==> src/rtl/amba_h.sv <==
// AHB-Lite/AHB2 encodings shared by the command master and its FIFO.
package amba_h;

   localparam logic [1:0] HTRANS_IDLE   = 2'b00;
   localparam logic [1:0] HTRANS_NONSEQ = 2'b10;

   localparam logic [1:0] HRESP_OKAY  = 2'b00;
   localparam logic [1:0] HRESP_ERROR = 2'b01;
   localparam logic [1:0] HRESP_RETRY = 2'b10;
   localparam logic [1:0] HRESP_SPLIT = 2'b11;

   localparam logic [2:0] HBURST_SINGLE = 3'b000;

   localparam logic [2:0] HSIZE_BYTE = 3'b000;
   localparam logic [2:0] HSIZE_HALF = 3'b001;
   localparam logic [2:0] HSIZE_WORD = 3'b010;

   localparam logic [3:0] HPROT_DATA = 4'b0001;

endpackage

==> src/rtl/ahb_cmd_fifo.sv <==
// Synchronous command FIFO; push is ignored when full, pop is ignored when empty.
module ahb_cmd_fifo #(
   parameter int W     = 68,
   parameter int DEPTH = 4
) (
   input  logic         HCLK,
   input  logic         HRESET,
   input  logic         push,
   input  logic [W-1:0] push_data,
   input  logic         pop,
   output logic [W-1:0] pop_data,
   output logic         full,
   output logic         empty
);

   localparam int PW = $clog2(DEPTH);

   logic [W-1:0]  mem_q [DEPTH];
   logic [PW-1:0] wr_ptr_q, rd_ptr_q;
   logic [PW:0]   cnt_q;
   logic          do_push, do_pop;

   assign full     = (cnt_q == (PW+1)'(DEPTH));
   assign empty    = (cnt_q == '0);
   assign do_push  = push & ~full;
   assign do_pop   = pop & ~empty;
   assign pop_data = mem_q[rd_ptr_q];

   always_ff @(posedge HCLK or posedge HRESET) begin
      if (HRESET) begin
         wr_ptr_q <= '0;
         rd_ptr_q <= '0;
         cnt_q    <= '0;
      end else begin
         if (do_push) wr_ptr_q <= wr_ptr_q + PW'(1);
         if (do_pop)  rd_ptr_q <= rd_ptr_q + PW'(1);
         cnt_q <= cnt_q + (PW+1)'(do_push) - (PW+1)'(do_pop);
      end
   end

   // Storage needs no reset: occupancy alone decides what is valid.
   always_ff @(posedge HCLK) begin
      if (do_push) mem_q[wr_ptr_q] <= push_data;
   end

endmodule

==> src/rtl/ahb_cmd_master.sv <==
// AHB master: buffers single read/write commands, issues pipelined SINGLE NONSEQ
// transfers and returns one response per command, reissuing RETRY/SPLIT transfers.
module ahb_cmd_master
   import amba_h::*;
#(
   parameter int CMD_DEPTH = 4,
   parameter int AW        = 32,
   parameter int DW        = 32
) (
   input  logic          HCLK,
   input  logic          HRESET,
   input  logic          cmd_valid,
   output logic          cmd_ready,
   input  logic          cmd_write,
   input  logic [AW-1:0] cmd_addr,
   input  logic [2:0]    cmd_size,
   input  logic [DW-1:0] cmd_wdata,
   output logic          rsp_valid,
   output logic [DW-1:0] rsp_rdata,
   output logic          rsp_err,
   output logic          HBUSREQ,
   input  logic          HGRANT,
   input  logic          HREADY,
   input  logic [1:0]    HRESP,
   input  logic [DW-1:0] HRDATA,
   output logic [1:0]    HTRANS,
   output logic [AW-1:0] HADDR,
   output logic          HWRITE,
   output logic [2:0]    HSIZE,
   output logic [2:0]    HBURST,
   output logic [3:0]    HPROT,
   output logic [DW-1:0] HWDATA
);

   localparam int CW = 1 + 3 + AW + DW;   // {write, size, addr, wdata}

   logic          owner_q, owner_d;
   logic          hold_q, hold_d;
   logic [1:0]    resp_q, resp_d;
   logic          dp_valid_q, dp_valid_d;
   logic [CW-1:0] dp_cmd_q, dp_cmd_d;
   logic          rty_valid_q, rty_valid_d;
   logic [CW-1:0] rty_cmd_q, rty_cmd_d;
   logic [DW-1:0] hwdata_q, hwdata_d;
   logic          rsp_valid_q, rsp_valid_d;
   logic [DW-1:0] rsp_rdata_q, rsp_rdata_d;
   logic          rsp_err_q, rsp_err_d;

   logic          fifo_full, fifo_empty, fifo_pop;
   logic [CW-1:0] fifo_head, pend_cmd;
   logic          pend_valid, addr_active, accept;

   ahb_cmd_fifo #(.W(CW), .DEPTH(CMD_DEPTH)) u_fifo (
      .HCLK      (HCLK),
      .HRESET    (HRESET),
      .push      (cmd_valid & cmd_ready),
      .push_data ({cmd_write, cmd_size, cmd_addr, cmd_wdata}),
      .pop       (fifo_pop),
      .pop_data  (fifo_head),
      .full      (fifo_full),
      .empty     (fifo_empty)
   );

   assign cmd_ready   = ~fifo_full;
   assign pend_valid  = rty_valid_q | ~fifo_empty;
   assign pend_cmd    = rty_valid_q ? rty_cmd_q : fifo_head;
   assign addr_active = owner_q & pend_valid & ~hold_q;
   assign accept      = addr_active & HREADY;
   assign fifo_pop    = accept & ~rty_valid_q;

   assign HBUSREQ = ~fifo_empty | rty_valid_q | dp_valid_q;
   assign HTRANS  = addr_active ? HTRANS_NONSEQ : HTRANS_IDLE;
   assign HADDR   = addr_active ? pend_cmd[DW +: AW] : '0;
   assign HWRITE  = addr_active ? pend_cmd[CW-1] : 1'b0;
   assign HSIZE   = addr_active ? pend_cmd[CW-2 -: 3] : 3'b000;
   assign HBURST  = HBURST_SINGLE;
   assign HPROT   = HPROT_DATA;
   assign HWDATA  = hwdata_q;

   assign rsp_valid = rsp_valid_q;
   assign rsp_rdata = rsp_rdata_q;
   assign rsp_err   = rsp_err_q;

   always_comb begin
      owner_d     = owner_q;
      hold_d      = hold_q;
      resp_d      = resp_q;
      dp_valid_d  = dp_valid_q;
      dp_cmd_d    = dp_cmd_q;
      rty_valid_d = rty_valid_q;
      rty_cmd_d   = rty_cmd_q;
      hwdata_d    = hwdata_q;
      rsp_valid_d = 1'b0;
      rsp_rdata_d = '0;
      rsp_err_d   = 1'b0;

      if (HREADY) owner_d = HGRANT;

      if (dp_valid_q) begin
         if (hold_q) begin
            if (HREADY) begin
               hold_d     = 1'b0;
               dp_valid_d = 1'b0;
               if (resp_q == HRESP_RETRY || resp_q == HRESP_SPLIT) begin
                  rty_valid_d = 1'b1;
                  rty_cmd_d   = dp_cmd_q;
               end else begin
                  rsp_valid_d = 1'b1;
                  rsp_err_d   = 1'b1;
               end
            end
         end else if (HREADY) begin
            // A non-OKAY response with HREADY high on its first cycle completes as OKAY.
            dp_valid_d  = 1'b0;
            rsp_valid_d = 1'b1;
            if (!dp_cmd_q[CW-1]) rsp_rdata_d = HRDATA;
         end else if (HRESP != HRESP_OKAY) begin
            hold_d = 1'b1;
            resp_d = HRESP;
         end
      end

      // Never coincides with a retry-slot fill: hold keeps HTRANS idle on that edge.
      if (accept) begin
         dp_valid_d  = 1'b1;
         dp_cmd_d    = pend_cmd;
         hwdata_d    = pend_cmd[DW-1:0];
         rty_valid_d = 1'b0;
      end
   end

   always_ff @(posedge HCLK or posedge HRESET) begin
      if (HRESET) begin
         owner_q     <= 1'b0;
         hold_q      <= 1'b0;
         resp_q      <= HRESP_OKAY;
         dp_valid_q  <= 1'b0;
         dp_cmd_q    <= '0;
         rty_valid_q <= 1'b0;
         rty_cmd_q   <= '0;
         hwdata_q    <= '0;
         rsp_valid_q <= 1'b0;
         rsp_rdata_q <= '0;
         rsp_err_q   <= 1'b0;
      end else begin
         owner_q     <= owner_d;
         hold_q      <= hold_d;
         resp_q      <= resp_d;
         dp_valid_q  <= dp_valid_d;
         dp_cmd_q    <= dp_cmd_d;
         rty_valid_q <= rty_valid_d;
         rty_cmd_q   <= rty_cmd_d;
         hwdata_q    <= hwdata_d;
         rsp_valid_q <= rsp_valid_d;
         rsp_rdata_q <= rsp_rdata_d;
         rsp_err_q   <= rsp_err_d;
      end
   end

endmodule
==> config.mk <==
export PLATFORM = sky130hd
export DESIGN_NAME = ahb_cmd_master
export DESIGN_NICKNAME = d
export VERILOG_FILES = /design/src/rtl/amba_h.sv /design/src/rtl/ahb_cmd_fifo.sv /design/src/rtl/ahb_cmd_master.sv
export SDC_FILE = /design/constraint.sdc
export NUM_CORES = 1
export LEC_CHECK = 0
export BUFFER_PORTS_ARGS = -buffer_cell sky130_fd_sc_hd__buf_4
export CORE_AREA = 2 2 174 176
export DETAILED_ROUTE_END_ITERATION = 6
export DIE_AREA = 0 0 176 178
export GPL_TIMING_DRIVEN = 0
export HOLD_SLACK_MARGIN = 0.15
export PLACE_DENSITY = 0.84
export RECOVER_POWER = 50
export SYNTH_ARGS = -nofsm -noshare
export SYNTH_HDL_FRONTEND = slang
export SYNTH_SLANG_ARGS = --single-unit
==> constraint.sdc <==
create_clock -name HCLK -period 16.4 [get_ports HCLK]
set_input_delay 1.64 -clock HCLK [delete_from_list [all_inputs] [get_ports HCLK]]
set_output_delay 1.64 -clock HCLK [all_outputs]
set_load 0.05 [all_outputs]
==> results.ini <==
[die]
die_y_microns = 178
core_area_sq_mm = 0.0294
start_util = 0.615
io-pin-count = 220
dieArea_sq_mm = 0.0313
die_w_microns = 176
rows = 63

[place]
io_buffers = 211
place_ws_ps = 12460
hpwl_mm = 26.7
routabilityCongestion = 0.800
place_area_sq_mm = 0.0203
dp.cells = 1755

[setup_path]
setup.worst_path.start = HRESET
crit_path_end_kind = asynchronous set/reset pin
crit_end = dp_cmd_q[28]$_DFFE_PP0N_
timing.rr.end = u_fifo.cnt_q[2]$_DFF_PP0_
cp-start-kind = primary input
worst-path-max-fanout = 110
ff2ff_path_depth = 10
crit_required_ps = 15580
r2r_slack_ps = 13550
arrival_ps = 7930
path_class = primary input to asynchronous set/reset pin
r2r_start = hold_q$_DFFE_PP0P_

[global_route]
grt_pass1_wl_mm = 64.4
gr-usage-all-layers = 0.272
grt_pass1_vias = 11658
grt_max_degree = 111
overflow = 0
antenna_found_initial = 4

[pwr]
p_total_mw = 4.21
p_per_area_mw_per_mm2 = 197
ir_drop_v = 0.000110
power_leakage_nw = 8.33

[timing]
hold_ws_ps = 486
finalCritPeriodShare = 0.534
clock.fmax_ghz = 0.114
timing.final.crit_period_ps = 8750
fin_skew_ps = 14.3
finalHoldViolCount = 0
setup_ws_ps = 7650
rsz0062_at_grt = false
relSlewSlack = -2.98
slew_violations = 185
worst_pin_slew_ps = 5970
setup_viol_count_final = 0
fin_setup_tns_ps = 0

[worst_hold_path]
worstHoldPathType = flop to flop
min_from = dp_cmd_q[38]$_DFFE_PP0N_

[clock_tree]
cts_buffer_depth = 3
cts_tree = done
cts_hold_buf = 0
cts_made_buffers = 44
clockRootBuffer = clkbuf_16
cts_resized = 0
cts_setup_buffers = 0
htree_levels = 2
clkLatencyLatePin_ps = 540
clkSinkCount = 454
clk_pin_slew_ps = 60

[synthesis]
ys_ff_latch = 454
yosys_most_used_dff = edfxtp_1
yosysUniqueCellTypes = 44
netlist_area_sq_mm = 0.0181
syn_inst = 1143
synth-edff-count = 272
ys_warn_count = 0
synth_most_common_cell = edfxtp_1
avgSynthCellArea_sq_um = 15.8
synth_top_cell_by_area = edfxtp_1
synth_top_area_share = 0.452
ys_top_cells_by_area = edfxtp_1 (45%), dfrtp_1 (25%), mux2_2 (13%)
ys_top_cells_by_count = edfxtp_1 (272), mux2_2 (203), dfrtp_1 (182)
ys_async_sr_fraction = 0.401
ys_seq_area_frac = 0.704

[final_layout]
final_cell_area_sq_mm = 0.0213
finalNonFillerCells = 1837
area_growth_pct = 18.0
final_layout_size_suffix_gt1_frac = 0.331
post-route-util = 0.725
layout.nets = 1525

[drt]
vias = 11123
drc = 1
wl_per_cell_microns = 23.2
antenna_left = 0
drtIter0Drc = 1261
routed_wl_mm = 42.6
first_pass_iters = 7
via_per_inst = 6.05

[run_status]
status = complete, but fails checks
violations = DRC, capacitance limit, slew limit

[flow_run]
maxCapViolations = 2

-- critical path: stages --
cell and delay (ps):
clkbuf_4 110, clkinvlp_2 1790, clkbuf_1 4260
-- layout make-up --
type | count | area, sq um
Clock buffer | 69 | 1240
Clock inverter | 11 | 77.6
Multi-Input combinational cell | 565 | 4660
Timing Repair Buffer | 216 | 1420
Fill cell | 1917 | 8080
Inverter | 11 | 42.5
Antenna cell | 2 | 5.00
Tap cell | 390 | 488
Buffer | 119 | 661
Sequential cell | 454 | 12700
-- cells by family (layout without fill, tap and decap cells) --
| group | Yosys count | in the layout | synth area share |
|---|---|---|---|
| AOI/OAI and AO/OA | 209 | 209 | 0.0823 |
| xor gates and xnor gates | 5 | 5 | 0.00242 |
| adders and majority gates | 7 | 7 | 0.00526 |
| buffers and inverters | 130 | 426 | 0.0393 |
| DFF | 454 | 454 | 0.704 |
| muxes | 206 | 206 | 0.128 |
| other | 2 | 10 | 0.000416 |
| and+or+nand+nor | 130 | 130 | 0.0378 |
-- metal layers --
metal / wire length, microns / GRT usage
met5: 37 / 0
met4: 1160 / 0.108
met3: 3340 / 0.0526
met2: 21900 / 0.465
met1: 16100 / 0.346
-- placed cells by master, fill, tap and decap left out, types with 4 or more instances in the layout --
cell type and n:
o22ai_1 35, inv_1 9, clkinv_1 5, nor2_1 38, a222oi_1 33, and2_4 4
dfrtp_1 182, nor3_1 37, clkinv_2 5, mux2_2 203, buf_6 4, conb_1 8
buf_1 4, and2_1 30, buf_4 182, ha_1 6, edfxtp_1 272, o2bb2ai_1 34
clkbuf_1 140, a21oi_1 65, clkbuf_16 45, buf_2 21, o211ai_1 34, nand2_1 4
-- flip-flops by register name (all words and copies together) (netlist names), named ones only --
| register | flops |
|---|---|
| rty_cmd_q | 68 |
| u_fifo.cnt_q | 3 |
| rsp_err | 1 |
| rsp_valid | 1 |
| dp_cmd_q | 68 |
| rsp_rdata | 32 |
| u_fifo.rd_ptr_q | 2 |
| owner_q | 1 |
| rty_valid_q | 1 |
| resp_q | 1 |
| hold_q | 1 |
| u_fifo.wr_ptr_q | 2 |
| u_fifo.mem_q | 272 |
-- worst min-delay path by stage --
stage | slack (ps) | to | depth (start not counted)
after floorplan | 450 | dp_cmd_q[32]$_DFFE_PP0N_ | 1
after global placement | 470 | dp_cmd_q[53]$_DFFE_PP0N_ | 1
after detailed placement | 470 | dp_cmd_q[64]$_DFFE_PP0N_ | 1
after CTS | 490 | dp_cmd_q[49]$_DFFE_PP0N_ | 1
after global routing | 510 | rty_cmd_q[33]$_DFFE_PP0P_ | 1
final | 490 | dp_cmd_q[38]$_DFFE_PP0N_ | 1
-- power breakdown --
part	internal, mW	switching [mW]	leakage, nW	total (mW)
clock	0.533	0.407	0.635	0.939
combinational	0.592	1.01	2.88	1.60
sequential	1.53	0.137	4.81	1.66
total	2.65	1.56	8.33	4.21
(Power assumes the default switching activity.)
